<file path="src/rtl/muldiv_sequencer_pkg.sv">
// Shared encodings for the multi-cycle M-extension unit: ALU select codes,
// sequencer state encoding and op-classification helpers.
package muldiv_sequencer_pkg;

  typedef enum logic [4:0] {
    ALU_ADD    = 5'd0,
    ALU_SUB    = 5'd1,
    ALU_SLL    = 5'd2,
    ALU_SLT    = 5'd3,
    ALU_SLTU   = 5'd4,
    ALU_XOR    = 5'd5,
    ALU_SRL    = 5'd6,
    ALU_SRA    = 5'd7,
    ALU_OR     = 5'd8,
    ALU_AND    = 5'd9,
    ALU_MUL    = 5'd10,
    ALU_MULH   = 5'd11,
    ALU_MULHSU = 5'd12,
    ALU_MULHU  = 5'd13,
    ALU_DIV    = 5'd14,
    ALU_DIVU   = 5'd15,
    ALU_REM    = 5'd16,
    ALU_REMU   = 5'd17
  } alu_sel_e;

  typedef enum logic [2:0] {
    MD_IDLE    = 3'd0,
    MD_MUL     = 3'd1,
    MD_DIV     = 3'd2,
    MD_FIX     = 3'd3,
    MD_SPECIAL = 3'd4
  } md_state_t;

  function automatic logic is_mext(input logic [4:0] sel);
    return (sel >= ALU_MUL) && (sel <= ALU_REMU);
  endfunction

  function automatic logic is_div_op(input logic [4:0] sel);
    return (sel >= ALU_DIV) && (sel <= ALU_REMU);
  endfunction

  function automatic logic rs1_signed(input logic [4:0] sel);
    return (sel == ALU_MULH) || (sel == ALU_MULHSU) || (sel == ALU_DIV) || (sel == ALU_REM);
  endfunction

  function automatic logic rs2_signed(input logic [4:0] sel);
    return (sel == ALU_MULH) || (sel == ALU_DIV) || (sel == ALU_REM);
  endfunction

endpackage

</file>
<file path="src/rtl/muldiv_div_step.sv">
// One restoring radix-2 division iteration: shift {rem,quo} left by one,
// trial-subtract the divisor and keep the difference only when it is non-negative.
module muldiv_div_step #(
  parameter int XLEN = 32
) (
  input  logic [XLEN-1:0] rem,
  input  logic [XLEN-1:0] quo,
  input  logic [XLEN-1:0] divisor,
  output logic [XLEN-1:0] next_rem,
  output logic [XLEN-1:0] next_quo
);

  logic [XLEN:0] shifted_s;
  logic [XLEN:0] trial_s;

  // Trial subtraction; bit XLEN of the difference is the borrow (negative result).
  always_comb begin
    shifted_s = {rem, quo[XLEN-1]};
    trial_s   = shifted_s - {1'b0, divisor};
    if (trial_s[XLEN]) begin
      next_rem = shifted_s[XLEN-1:0];
      next_quo = {quo[XLEN-2:0], 1'b0};
    end else begin
      next_rem = trial_s[XLEN-1:0];
      next_quo = {quo[XLEN-2:0], 1'b1};
    end
  end

endmodule

</file>
<file path="src/rtl/muldiv_sequencer.sv">
// Multi-cycle RV32M execution controller: one-cycle multiply, 32-step restoring
// divide with sign fix-up, and a fast path for divide-by-zero / overflow.
module muldiv_sequencer
  import muldiv_sequencer_pkg::*;
#(
  parameter int XLEN  = 32,
  parameter int CNT_W = 6
) (
  input  logic            CLK,
  input  logic            RESET,
  input  logic            START,
  input  logic [4:0]      SELECT,
  input  logic [XLEN-1:0] DATA1,
  input  logic [XLEN-1:0] DATA2,
  input  logic            FLUSH,
  output logic            BUSY,
  output logic            DONE,
  output logic [XLEN-1:0] RESULT
);

  md_state_t         state_r;
  logic [4:0]        sel_r;
  logic [XLEN-1:0]   op_a_r;
  logic [XLEN-1:0]   op_b_r;
  logic              sa_r;
  logic              sb_r;
  logic              neg_a_r;
  logic              neg_b_r;
  logic [XLEN-1:0]   rem_r;
  logic [XLEN-1:0]   quo_r;
  logic [CNT_W-1:0]  cnt_r;
  logic              done_r;
  logic [XLEN-1:0]   result_r;

  logic              neg_a_s;
  logic              neg_b_s;
  logic [XLEN-1:0]   abs_a_s;
  logic [XLEN-1:0]   abs_b_s;
  logic              div_zero_s;
  logic              div_ovf_s;
  logic [2*XLEN-1:0] ma_s;
  logic [2*XLEN-1:0] mb_s;
  logic [2*XLEN-1:0] prod_s;
  logic [XLEN-1:0]   mul_res_s;
  logic [XLEN-1:0]   fix_res_s;
  logic [XLEN-1:0]   special_s;
  logic [XLEN-1:0]   rem_next_s;
  logic [XLEN-1:0]   quo_next_s;

  muldiv_div_step #(.XLEN(XLEN)) u_div_step (
    .rem      (rem_r),
    .quo      (quo_r),
    .divisor  (op_b_r),
    .next_rem (rem_next_s),
    .next_quo (quo_next_s)
  );

  // Operand classification at accept time.
  always_comb begin
    neg_a_s    = rs1_signed(SELECT) & DATA1[XLEN-1];
    neg_b_s    = rs2_signed(SELECT) & DATA2[XLEN-1];
    abs_a_s    = neg_a_s ? -DATA1 : DATA1;
    abs_b_s    = neg_b_s ? -DATA2 : DATA2;
    div_zero_s = (DATA2 == {XLEN{1'b0}});
    div_ovf_s  = ((SELECT == ALU_DIV) || (SELECT == ALU_REM)) &&
                 (DATA1 == {1'b1, {(XLEN-1){1'b0}}}) && (DATA2 == {XLEN{1'b1}});
  end

  // Sign-extended operands make the low 2*XLEN bits of the product correct for every signedness mix.
  always_comb begin
    ma_s   = {{XLEN{sa_r & op_a_r[XLEN-1]}}, op_a_r};
    mb_s   = {{XLEN{sb_r & op_b_r[XLEN-1]}}, op_b_r};
    prod_s = ma_s * mb_s;
    if (sel_r == ALU_MUL) begin
      mul_res_s = prod_s[XLEN-1:0];
    end else begin
      mul_res_s = prod_s[2*XLEN-1:XLEN];
    end
  end

  // Sign fix-up: quotient negative when signs differ, remainder follows the dividend.
  always_comb begin
    if ((sel_r == ALU_DIV) || (sel_r == ALU_DIVU)) begin
      fix_res_s = (neg_a_r ^ neg_b_r) ? -quo_r : quo_r;
    end else begin
      fix_res_s = neg_a_r ? -rem_r : rem_r;
    end
  end

  // Architected results for divide-by-zero and signed overflow (divisor held as |DATA2|).
  always_comb begin
    if (op_b_r == {XLEN{1'b0}}) begin
      if ((sel_r == ALU_DIV) || (sel_r == ALU_DIVU)) begin
        special_s = {XLEN{1'b1}};
      end else begin
        special_s = op_a_r;
      end
    end else begin
      if (sel_r == ALU_DIV) begin
        special_s = {1'b1, {(XLEN-1){1'b0}}};
      end else begin
        special_s = {XLEN{1'b0}};
      end
    end
  end

  // Sequencer FSM with registered DONE/RESULT; FLUSH overrides everything.
  always_ff @(posedge CLK or negedge RESET) begin
    if (!RESET) begin
      state_r  <= MD_IDLE;
      sel_r    <= 5'd0;
      op_a_r   <= {XLEN{1'b0}};
      op_b_r   <= {XLEN{1'b0}};
      sa_r     <= 1'b0;
      sb_r     <= 1'b0;
      neg_a_r  <= 1'b0;
      neg_b_r  <= 1'b0;
      rem_r    <= {XLEN{1'b0}};
      quo_r    <= {XLEN{1'b0}};
      cnt_r    <= {CNT_W{1'b0}};
      done_r   <= 1'b0;
      result_r <= {XLEN{1'b0}};
    end else if (FLUSH) begin
      state_r <= MD_IDLE;
      done_r  <= 1'b0;
    end else begin
      done_r <= 1'b0;
      case (state_r)
        MD_IDLE: begin
          if (START && is_mext(SELECT)) begin
            sel_r   <= SELECT;
            op_a_r  <= DATA1;
            sa_r    <= rs1_signed(SELECT);
            sb_r    <= rs2_signed(SELECT);
            neg_a_r <= neg_a_s;
            neg_b_r <= neg_b_s;
            if (!is_div_op(SELECT)) begin
              op_b_r  <= DATA2;
              state_r <= MD_MUL;
            end else begin
              op_b_r <= abs_b_s;
              if (div_zero_s || div_ovf_s) begin
                state_r <= MD_SPECIAL;
              end else begin
                rem_r   <= {XLEN{1'b0}};
                quo_r   <= abs_a_s;
                cnt_r   <= {CNT_W{1'b0}};
                state_r <= MD_DIV;
              end
            end
          end
        end
        MD_MUL: begin
          result_r <= mul_res_s;
          done_r   <= 1'b1;
          state_r  <= MD_IDLE;
        end
        MD_DIV: begin
          rem_r <= rem_next_s;
          quo_r <= quo_next_s;
          cnt_r <= cnt_r + {{(CNT_W-1){1'b0}}, 1'b1};
          if (cnt_r == CNT_W'(XLEN-1)) begin
            state_r <= MD_FIX;
          end
        end
        MD_FIX: begin
          result_r <= fix_res_s;
          done_r   <= 1'b1;
          state_r  <= MD_IDLE;
        end
        MD_SPECIAL: begin
          result_r <= special_s;
          done_r   <= 1'b1;
          state_r  <= MD_IDLE;
        end
        default: begin
          state_r <= MD_IDLE;
        end
      endcase
    end
  end

  assign BUSY   = (state_r != MD_IDLE);
  assign DONE   = done_r;
  assign RESULT = result_r;

endmodule
</file>
<file path="config.mk">
export PLATFORM = sky130hd
export DESIGN_NAME = muldiv_sequencer
export DESIGN_NICKNAME = d
export VERILOG_FILES = /design/src/rtl/muldiv_sequencer_pkg.sv /design/src/rtl/muldiv_div_step.sv /design/src/rtl/muldiv_sequencer.sv
export SDC_FILE = /design/constraint.sdc
export NUM_CORES = 2
export LEC_CHECK = 0
export BUFFER_PORTS_ARGS = -buffer_cell sky130_fd_sc_hd__buf_2
export CORE_MARGIN = 8
export CORE_UTILIZATION = 35
export DETAILED_ROUTE_END_ITERATION = 10
export GPL_ROUTABILITY_DRIVEN = 0
export PLACE_DENSITY = 0.62
export SKIP_LAST_GASP = 1
export SLEW_MARGIN = 20
export SYNTH_ARGS = -nofsm -noshare
export SYNTH_HDL_FRONTEND = slang
export SYNTH_HIERARCHICAL = 1
export SYNTH_SLANG_ARGS = --single-unit
</file>
<file path="constraint.sdc">
create_clock -name CLK -period 22.8 [get_ports CLK]
set_clock_uncertainty 0.05 [all_clocks]
set_input_delay 1.14 -clock CLK [delete_from_list [all_inputs] [get_ports CLK]]
set_output_delay 1.14 -clock CLK [all_outputs]
set_load 0.02 [all_outputs]
</file>
==> impl_metrics.env <==
export IMPL_run_status="finished clean"
export IMPL_yosys_warnings=6
export IMPL_cts_sinks=179
export IMPL_wl_per_cell_um=20.8
export IMPL_worst_path_max_delay_cell="fa_1"
export IMPL_dieHeight_um=401
export IMPL_cts_root_buf="clkbuf_16"
export IMPL_grt_pass1_vias=43000
export IMPL_clk_pin_slew_ns=0.08
export IMPL_hold_violations=0
export IMPL_drc=0
export IMPL_yosysSeqAreaShare_pct=8.62
export IMPL_period_share_pct=46.5
export IMPL_worst_slew_pin_slew_ns=1.28
export IMPL_crit_path_frequent_cell="fa_1"
export IMPL_synth_edf_count=0
export IMPL_ys_ff_latch=179
export IMPL_start_util_pct=35.2
export IMPL_firstDrtPassIters=7
export IMPL_rsz0062_at_grt="false"
export IMPL_period_needed_ns=10.60
export IMPL_grt_overflow=0
export IMPL_cts_resized_gates=0
export IMPL_drv_slew=0
export IMPL_cpPeakStageDelay_ns=0.89
export IMPL_maxCapViolCount=0
export IMPL_rr_worst_depth=27
export IMPL_critPathKind="reg -> reg"
export IMPL_totalWireLength_mm=160
export IMPL_maxSlewHeadroom_pct=13.6
export IMPL_syn_avg_cell_area_um2=8.77
export IMPL_cp_arrival_ns=10.93
export IMPL_cp_end_kind="flop"
export IMPL_io_buffers=106
export IMPL_r2r_start="sa_r$_DFFE_PN0P_"
export IMPL_synthToLayoutAreaGrowth_pct=4.90
export IMPL_clkLatencyLatePin_ns=0.51
export IMPL_postCtsSetupRepairBufs=0
export IMPL_vias=41000
export IMPL_mostFrequentLayoutCells="1155 x inv_1, 1125 x fa_1, 941 x nand2_1"
export IMPL_antenna_found_initial=19
export IMPL_reg2reg_setup_slack_ns=12.20
export IMPL_cts_tree="done"
export IMPL_fin_setup_tns_ns=0
export IMPL_ctsHoldBuffers=0
export IMPL_synth_cell_types=98
export IMPL_crit_path_end="RESULT[29]$_DFFE_PN0P_"
export IMPL_nets=7186
export IMPL_die_area_um2=161000
export IMPL_grt_pass1_wl_mm=254
export IMPL_synth_nets=7378
export IMPL_fmax_ghz=0.0943
export IMPL_vias_per_cell=5.33
export IMPL_critPathLaunch="sa_r$_DFFE_PN0P_"
export IMPL_crit_required_ns=23.13
export IMPL_netlist_area_um2=52000
export IMPL_dp_hpwl_mm=124
export IMPL_final_common_cell="inv_1"
export IMPL_h_tree_depth=4
export IMPL_cts_buffers_inserted=17
export IMPL_r2r_end="RESULT[29]$_DFFE_PN0P_"
export IMPL_track_usage_pct=19.9
export IMPL_drt_iter0_drc=3923
export IMPL_ant_nets=0
export IMPL_synthFlopType="dfrtp_1"
export IMPL_rows=141
export IMPL_hold_path_class="reg -> reg"
export IMPL_cts_buffer_depth=2
export IMPL_drive_gt1_share_pct=6.05
export IMPL_critPathMaxFanout=19
export IMPL_syn_instance_count=5929
export IMPL_die_w_um=401
export IMPL_io_pins=107
export IMPL_final_setup_viol_count=0
export IMPL_core_area_um2=148000
export IMPL_synthArstFlopShare_pct=100
export IMPL_grt_max_degree=96
export IMPL_crit_path_start_kind="flop"
==> flip-flops by register name (all words and copies together) (netlist names) <==
name     count
op_a_r      32
sel_r        5
neg_a_r      1
sb_r         1
state_r      3
DONE         1
op_b_r      32
quo_r       32
cnt_r        6
RESULT      32
sa_r         1
rem_r       32
neg_b_r      1
==> Yosys cell counts, types with 18 or more instances <==
cell | number | share of area, %
mux2_4 | 19 | 0.55
a31oi_1 | 29 | 0.35
nand4_1 | 39 | 0.47
fa_1 | 1126 | 43
o31ai_1 | 35 | 0.51
a21o_1 | 49 | 0.71
and3_1 | 32 | 0.39
o21ai_0 | 231 | 2.2
ha_1 | 250 | 6.0
buf_4 | 34 | 0.49
nor4_1 | 23 | 0.28
nor2_1 | 188 | 1.4
nand2_1 | 942 | 6.8
xnor2_1 | 95 | 1.6
or3_1 | 20 | 0.24
nand2b_1 | 18 | 0.22
dfrtp_1 | 179 | 8.6
o21a_1 | 18 | 0.26
mux2_2 | 40 | 0.87
inv_1 | 1155 | 8.3
and2_1 | 366 | 4.4
nor2b_1 | 18 | 0.22
clkbuf_1 | 350 | 2.5
a21oi_1 | 173 | 1.7
nand3_1 | 48 | 0.46
xor2_1 | 101 | 1.7
nor3_1 | 47 | 0.45
==> cell families after synthesis <==
family	after synthesis	synth area share [%]
adder cells (fa/ha/maj)	1376	49.4
AND/OR/NAND/NOR	1826	16.6
buffers and inverters	1564	11.8
multiplexers	77	1.79
XOR/XNOR	196	3.30
AO/OA/AOI/OAI	711	8.56
flip-flops	179	8.62
==> layer usage <==
| metal | GRT usage (%) | wire [µm] | vias up |
|---|---|---|---|
| met4 | 6.83 | 6180 | 14 |
| met3 | 3.70 | 13400 | 320 |
| met2 | 32.1 | 73600 | 1706 |
| met1 | 27.1 | 66700 | 21300 |
| met5 | 0 | 94 | - |
| li1 | - | - | 17700 |
==> cell type report <==
type / count / area, µm²
fillers: 14900 / 93100
multi-input cells: 4186 / 41400
flip-flops and latches: 179 / 4490
inverters: 1157 / 4350
well taps: 1930 / 2410
repair buffers: 196 / 1210
clock buffers: 17 / 425
clock inverters: 15 / 213
diodes: 4 / 10.0
==> worst min path at each step <==
| stage | from | endpoint | slack [ns] | cells past startpoint |
|---|---|---|---|---|
| after global placement | cnt_r[5]$_DFFE_PN0P_ | cnt_r[5]$_DFFE_PN0P_ | 0.42 | 1 |
| after global routing | cnt_r[5]$_DFFE_PN0P_ | cnt_r[5]$_DFFE_PN0P_ | 0.47 | 1 |
| after CTS | cnt_r[5]$_DFFE_PN0P_ | cnt_r[5]$_DFFE_PN0P_ | 0.43 | 1 |
| final | cnt_r[5]$_DFFE_PN0P_ | cnt_r[5]$_DFFE_PN0P_ | 0.43 | 1 |
| after floorplan | cnt_r[5]$_DFFE_PN0P_ | cnt_r[5]$_DFFE_PN0P_ | 0.40 | 1 |
| after detailed placement | cnt_r[5]$_DFFE_PN0P_ | cnt_r[5]$_DFFE_PN0P_ | 0.42 | 1 |
==> critical path: cells and delay by family, from the launching register on <==
family	cells	cell delay [ns]
AND/OR/NAND/NOR	2	1.07
adder cells (fa/ha/maj)	9	4.74
flip-flops	1	0.86
multiplexers	1	0.13
AO/OA/AOI/OAI	8	2.49
buffers and inverters	7	1.14
==> metrics by stage <==
| step | cells | setup WS (ns) | hold WS (ns) | utilization (%) | cell area (µm²) |
|---|---|---|---|---|---|
| detailed placement | 7648 | 12.47 | 0.418 | 36.5 | 53900 |
| finish | 7684 | 12.20 | 0.432 | 36.9 | 54500 |
| global placement | 7648 | 12.67 | 0.421 | 36.5 | 53900 |
| floorplan | 5929 | 14.00 | 0.397 | - | 52000 |
| global route | 7680 | 11.76 | 0.469 | 36.9 | 54500 |
| CTS | 7680 | 12.35 | 0.435 | 36.9 | 54500 |
Power is not shown: default switching activity piles up to over one toggle a cycle in this logic, so the estimate is an artifact.
